### config.mk
export PLATFORM = sky130hd
export DESIGN_NAME = multicycle_control
export DESIGN_NICKNAME = d
export VERILOG_FILES = /design/src/rtl/multicycle_control.sv
export SDC_FILE = /design/constraint.sdc
export NUM_CORES = 1
export LEC_CHECK = 0
export CAP_MARGIN = 20
export CORE_ASPECT_RATIO = 0.8
export CORE_UTILIZATION = 40
export DETAILED_ROUTE_END_ITERATION = 6
export GPL_TIMING_DRIVEN = 0
export PLACE_DENSITY_LB_ADDON = 0.3
export SLEW_MARGIN = 0
export SYNTH_ARGS = -nofsm -noshare
export SYNTH_HDL_FRONTEND = slang
export SYNTH_SLANG_ARGS = --single-unit
### constraint.sdc
create_clock -name clk -period 1.6 [get_ports clk]
set_input_delay 0.32 -clock clk [delete_from_list [all_inputs] [get_ports clk]]
set_output_delay 0.32 -clock clk [all_outputs]
set_load 0.02 [all_outputs]
### src/rtl/multicycle_control.sv
// Main control FSM of the multicycle MIPS core: sequences datapath enables
// and mux selects, applies the memory ready handshake, flags illegal opcodes
// and counts retired instructions.
module multicycle_control #(
  parameter int unsigned OPW  = 6,
  parameter int unsigned CNTW = 16
) (
  input  logic            clk,
  input  logic            rst,
  input  logic [OPW-1:0]  Opcode,
  input  logic [5:0]      Funct,
  input  logic            Zero,
  input  logic            mem_ready,
  output logic            IorD,
  output logic            IRWrite,
  output logic            PCWrite,
  output logic            PCWriteCond,
  output logic            PCEn,
  output logic            MemWrite,
  output logic            MemtoReg,
  output logic            RegDst,
  output logic            RegWrite,
  output logic            ALUSrcA,
  output logic [1:0]      ALUSrcB,
  output logic [1:0]      ALUOp,
  output logic [1:0]      PCSrc,
  output logic            illegal_op,
  output logic [CNTW-1:0] retired,
  output logic [3:0]      state
);

  localparam int unsigned SW_ = 4;

  localparam logic [SW_-1:0] S_FETCH  = 4'd0;
  localparam logic [SW_-1:0] S_DECODE = 4'd1;
  localparam logic [SW_-1:0] S_MEMADR = 4'd2;
  localparam logic [SW_-1:0] S_MEMRD  = 4'd3;
  localparam logic [SW_-1:0] S_MEMWB  = 4'd4;
  localparam logic [SW_-1:0] S_MEMWR  = 4'd5;
  localparam logic [SW_-1:0] S_EXEC   = 4'd6;
  localparam logic [SW_-1:0] S_ALUWB  = 4'd7;
  localparam logic [SW_-1:0] S_BRANCH = 4'd8;
  localparam logic [SW_-1:0] S_ADDIEX = 4'd9;
  localparam logic [SW_-1:0] S_ADDIWB = 4'd10;
  localparam logic [SW_-1:0] S_JUMP   = 4'd11;

  localparam logic [OPW-1:0] OP_RTYPE = OPW'(6'b000000);
  localparam logic [OPW-1:0] OP_LW    = OPW'(6'b100011);
  localparam logic [OPW-1:0] OP_SW    = OPW'(6'b101011);
  localparam logic [OPW-1:0] OP_BEQ   = OPW'(6'b000100);
  localparam logic [OPW-1:0] OP_ADDI  = OPW'(6'b001000);
  localparam logic [OPW-1:0] OP_J     = OPW'(6'b000010);

  logic [SW_-1:0]  state_q, state_d;
  logic [CNTW-1:0] retired_q;
  logic            is_lw_q;
  logic            retire_c;

  // Funct is decoded by the ALU control, not here
  logic unused_funct;
  assign unused_funct = ^Funct;

  // State register
  always_ff @(posedge clk or posedge rst) begin
    if (rst) state_q <= S_FETCH;
    else     state_q <= state_d;
  end

  // Remember LW vs SW at dispatch so later opcode changes cannot steer MEMADR
  always_ff @(posedge clk or posedge rst) begin
    if (rst)                      is_lw_q <= 1'b0;
    else if (state_q == S_DECODE) is_lw_q <= (Opcode == OP_LW);
  end

  // Retired-instruction counter, wraps naturally
  always_ff @(posedge clk or posedge rst) begin
    if (rst)           retired_q <= '0;
    else if (retire_c) retired_q <= retired_q + CNTW'(1);
  end

  // Next-state logic and terminal-cycle detection
  always_comb begin
    state_d  = S_FETCH;
    retire_c = 1'b0;
    case (state_q)
      S_FETCH:  state_d = mem_ready ? S_DECODE : S_FETCH;
      S_DECODE: begin
        case (Opcode)
          OP_RTYPE:     state_d = S_EXEC;
          OP_LW, OP_SW: state_d = S_MEMADR;
          OP_BEQ:       state_d = S_BRANCH;
          OP_ADDI:      state_d = S_ADDIEX;
          OP_J:         state_d = S_JUMP;
          default:      state_d = S_FETCH;
        endcase
      end
      S_MEMADR: state_d = is_lw_q ? S_MEMRD : S_MEMWR;
      S_MEMRD:  state_d = mem_ready ? S_MEMWB : S_MEMRD;
      S_MEMWB:  retire_c = 1'b1;
      S_MEMWR: begin
        state_d  = mem_ready ? S_FETCH : S_MEMWR;
        retire_c = mem_ready;
      end
      S_EXEC:   state_d = S_ALUWB;
      S_ALUWB:  retire_c = 1'b1;
      S_BRANCH: retire_c = 1'b1;
      S_ADDIEX: state_d = S_ADDIWB;
      S_ADDIWB: retire_c = 1'b1;
      S_JUMP:   retire_c = 1'b1;
      default:  state_d = S_FETCH;
    endcase
  end

  // Moore output decode, wait-state strobes qualified by mem_ready, all zero in reset
  always_comb begin
    IorD        = 1'b0;
    IRWrite     = 1'b0;
    PCWrite     = 1'b0;
    PCWriteCond = 1'b0;
    MemWrite    = 1'b0;
    MemtoReg    = 1'b0;
    RegDst      = 1'b0;
    RegWrite    = 1'b0;
    ALUSrcA     = 1'b0;
    ALUSrcB     = 2'b00;
    ALUOp       = 2'b00;
    PCSrc       = 2'b00;
    illegal_op  = 1'b0;
    if (!rst) begin
      case (state_q)
        S_FETCH: begin
          ALUSrcB = 2'b01;
          IRWrite = mem_ready;
          PCWrite = mem_ready;
        end
        S_DECODE: begin
          ALUSrcB = 2'b11;
          case (Opcode)
            OP_RTYPE, OP_LW, OP_SW, OP_BEQ, OP_ADDI, OP_J: illegal_op = 1'b0;
            default:                                        illegal_op = 1'b1;
          endcase
        end
        S_MEMADR: begin
          ALUSrcA = 1'b1;
          ALUSrcB = 2'b10;
        end
        S_MEMRD:  IorD = 1'b1;
        S_MEMWB: begin
          MemtoReg = 1'b1;
          RegWrite = 1'b1;
        end
        S_MEMWR: begin
          IorD     = 1'b1;
          MemWrite = mem_ready;
        end
        S_EXEC: begin
          ALUSrcA = 1'b1;
          ALUOp   = 2'b10;
        end
        S_ALUWB: begin
          RegDst   = 1'b1;
          RegWrite = 1'b1;
        end
        S_BRANCH: begin
          ALUSrcA     = 1'b1;
          ALUOp       = 2'b01;
          PCWriteCond = 1'b1;
          PCSrc       = 2'b01;
        end
        S_ADDIEX: begin
          ALUSrcA = 1'b1;
          ALUSrcB = 2'b10;
        end
        S_ADDIWB: RegWrite = 1'b1;
        S_JUMP: begin
          PCWrite = 1'b1;
          PCSrc   = 2'b10;
        end
        default: ;
      endcase
    end
    PCEn = PCWrite | (PCWriteCond & Zero);
  end

  assign retired = retired_q;
  assign state   = state_q;

endmodule

==> results.py <==
metrics = {
    "floorplan": {
        "die_h_um": 55.76,
        "num_io_pins": 53,
        "die_width_um": 69.20,
        "core_area_um2": 3447,
        "start_util": 0.4192,
        "num_rows": 19,
        "fp.dieArea_um2": 3859,
    },
    "clock_network": {
        "numCtsBuffers": 3,
        "path_clk_slew_ns": 0.08,
        "cts.sinks": 21,
        "clk_latency_ns": 0.27,
        "hold_buffers": 0,
        "clk_path_buf_depth": 2,
        "htree_num_levels": 1,
        "tritoncts": "yes",
        "cts-root-buf": "clkbuf_8",
    },
    "layout": {
        "final_nets": 270,
        "diodes": 0,
        "final_cells": 294,
        "drive_gt1_frac": 0.5952,
        "final_common_cell": "buf_4",
        "final_cell_mix": "buf_4 (43), buf_6 (24), dlygate4sd2_1 (18)",
        "final_cell_area_um2": 2985,
        "syn2layout_area_growth_pct": 106.6,
    },
    "setup_path": {
        "r2r_start": "state[0]",
        "path_buf_inv": 3,
        "crit_chain": "buf_8 -> buf_4 -> or3b_4 -> nand4_4 -> buf_4 -> nor4b_4 -> xor2_1",
        "timing.reg2reg.setup_slack_ns": -0.33,
        "cp_num_cells": 7,
        "cp_max_fo": 7,
        "slowest_stage": "dfrtp_2",
        "worst_setup_path_start_kind": "flip-flop",
        "worstSetupPathType": "flip-flop to flip-flop",
        "rr_worst_depth": 7,
        "cp.required_ns": 1.78,
        "slowest_delay_ns": 0.43,
        "cp_top_family": "simple AND/OR/NAND/NOR gates",
        "arrival_ns": 2.12,
        "critPathCaptureType": "flip-flop",
        "cp-endpoint": "retired[12]",
        "reg2reg_to": "retired[12]",
        "cp-startpoint": "state[0]",
        "cp_common_cell": "buf_4",
    },
    "place": {
        "dp_worst_setup_slack_ns": -1.279,
        "port_buffers": 46,
        "dpl_cell_area_um2": 2069,
        "place_inst": 237,
        "place.gp.congestion": 0.8105,
        "hpwl_um": 2792,
    },
    "route": {
        "wl_per_cell_um": 23.91,
        "postRouteAntennaNets": 0,
        "first_pass_iters": 6,
        "route.detailed.drc": 2,
        "wirelength_um": 7031,
        "drtIter0Drc": 143,
        "vias": 1780,
        "via_per_inst": 6.054,
    },
    "timing": {
        "period_minus_slack_ns": 1.933,
        "slew_viol_final": 0,
        "hold_viol": 0,
        "fin_ws_ns": -0.3332,
        "setup_viol_count_final": 37,
        "whs_ns": 0.3453,
        "skew_ns": 0.006483,
        "max_freq_mhz": 517.3,
        "rsz0062_at_grt": "yes",
        "slew_headroom": 0.6153,
        "tightest_slew_ns": 0.5738,
        "post-route-period-util": 1.208,
    },
    "pwr": {
        "ir_drop_uv": 943.8,
        "cellLeakagePower_nw": 1.529,
        "p_per_area_nw_per_um2": 784.2,
    },
    "run": {
        "drv_cap": 0,
    },
    "yosys": {
        "avgSynthCellArea_um2": 9.699,
        "syn_inst": 149,
        "ys_types": 42,
        "synth_edf_count": 0,
        "yosysWarnings": 0,
        "synth_seq_cells": 21,
        "syn_nets": 166,
        "async_reset_ff_frac": 1.000,
        "seq_area_frac_synth": 0.3636,
        "synth_ff_type": "dfrtp_1",
        "synth_area_um2": 1445,
    },
    "global_routing": {
        "antenna_found_initial": 0,
        "grtUsageTotal": 0.3065,
        "grt_pass1_vias": 1694,
        "grt.overflow.total": 0,
        "grt_max_degree": 12,
        "grt_pass1_wl_um": 9108,
    },
    "min_path": {
        "hp-class": "input port to flip-flop",
    },
    "outcome": {
        "violations": "DRC, setup timing",
        "status": "finished, violations left",
    },
}
-- how the worst min path moves through the flow --
stage                start  cells after the start     endpoint
3_3_place_gp   retired[15]                      1  retired[15]
3_5_place_dp   retired[15]                      1  retired[15]
6_report         Opcode[3]                      2      is_lw_q
2_1_floorplan    Opcode[3]                      1      is_lw_q
4_1_cts                rst                      4   retired[7]
5_1_grt          Opcode[3]                      2      is_lw_q
-- metrics by stage --
stage	power [mW]	util	setup TNS, ns
after floorplan	1.156	-	-0.5857
after global placement	1.424	0.6004	-17.53
after detailed placement	1.455	0.6004	-18.69
after CTS	2.127	0.7993	-4.531
after global routing	2.410	0.8661	-9.836
final	2.341	0.8661	-8.191
-- layout make-up --
type / instances / area (um2)
Buffer: 11 / 155.1
Clock buffer: 4 / 45.04
Fill cell: 146 / 461.7
Inverter: 2 / 11.26
Multi-Input combinational cell: 115 / 1284
Sequential cell: 21 / 530.5
Tap cell: 42 / 52.55
Timing Repair Buffer: 98 / 902.1
Timing Repair inverter: 1 / 5.005
-- registers in the layout, indices dropped and copies added, names as in the netlist --
name,count
retired,16
state,4
is_lw_q,1
-- Yosys cell counts, types with 2 or more instances --
master	count	area, um2
nor4_2	4	50.05
buf_6	2	22.52
a31oi_1	3	18.77
nand2b_2	2	17.52
o31ai_1	2	15.01
xnor2_1	2	17.52
a21oi_1	2	10.01
clkbuf_1	5	18.77
nor2_1	11	41.29
nor4_1	4	25.02
xor2_1	16	140.1
nor3_1	6	30.03
dfrtp_1	21	525.5
inv_1	2	7.510
nand3_1	6	30.03
nand2_1	8	30.03
a22oi_1	2	15.01
nor3b_1	2	15.01
o21ai_0	5	25.02
nand4_1	2	12.51
nor4b_2	3	45.04
buf_4	4	30.03
and2_1	2	12.51
a211oi_1	2	15.01
nor4b_1	6	52.55
a21o_1	2	15.01
nand3b_1	2	15.01
nand2b_1	7	43.79
-- cells by family (layout without fill, tap and decap cells) --
family,count (synthesis),count (layout),synth area share
flops,21,21,0.3636
fa+ha+maj,1,1,0.008657
simple gates,72,72,0.3394
buf+inv,13,116,0.05455
mux,2,2,0.01472
compound gates,22,22,0.1099
xor+xnor,18,18,0.1091
-- metal layers --
layer | global-route usage | vias to the layer above | share of wire
met1 | 0.4218 | 897 | 0.41
met3 | 0.06159 | 29 | 0.067
met4 | 0.1050 | 0 | 0.040
met5 | 0 | - | 0
met2 | 0.4813 | 102 | 0.48
li1 | - | 752 | -
-- repair_timing --
action | in CTS | in global routing
resized for setup | 180 | 41
pin swaps | 31 | 27
gates cloned | 4 | 0
setup buffers | 36 | 14
setup endpoints to repair | 48 | 41
-- report_power, final --
part           switching (mW)  internal [mW]
Sequential             0.0999          0.589
Combinational           0.688          0.597
Clock                   0.189          0.178
Total                   0.976           1.36
Power figures use the tool's default switching activity.
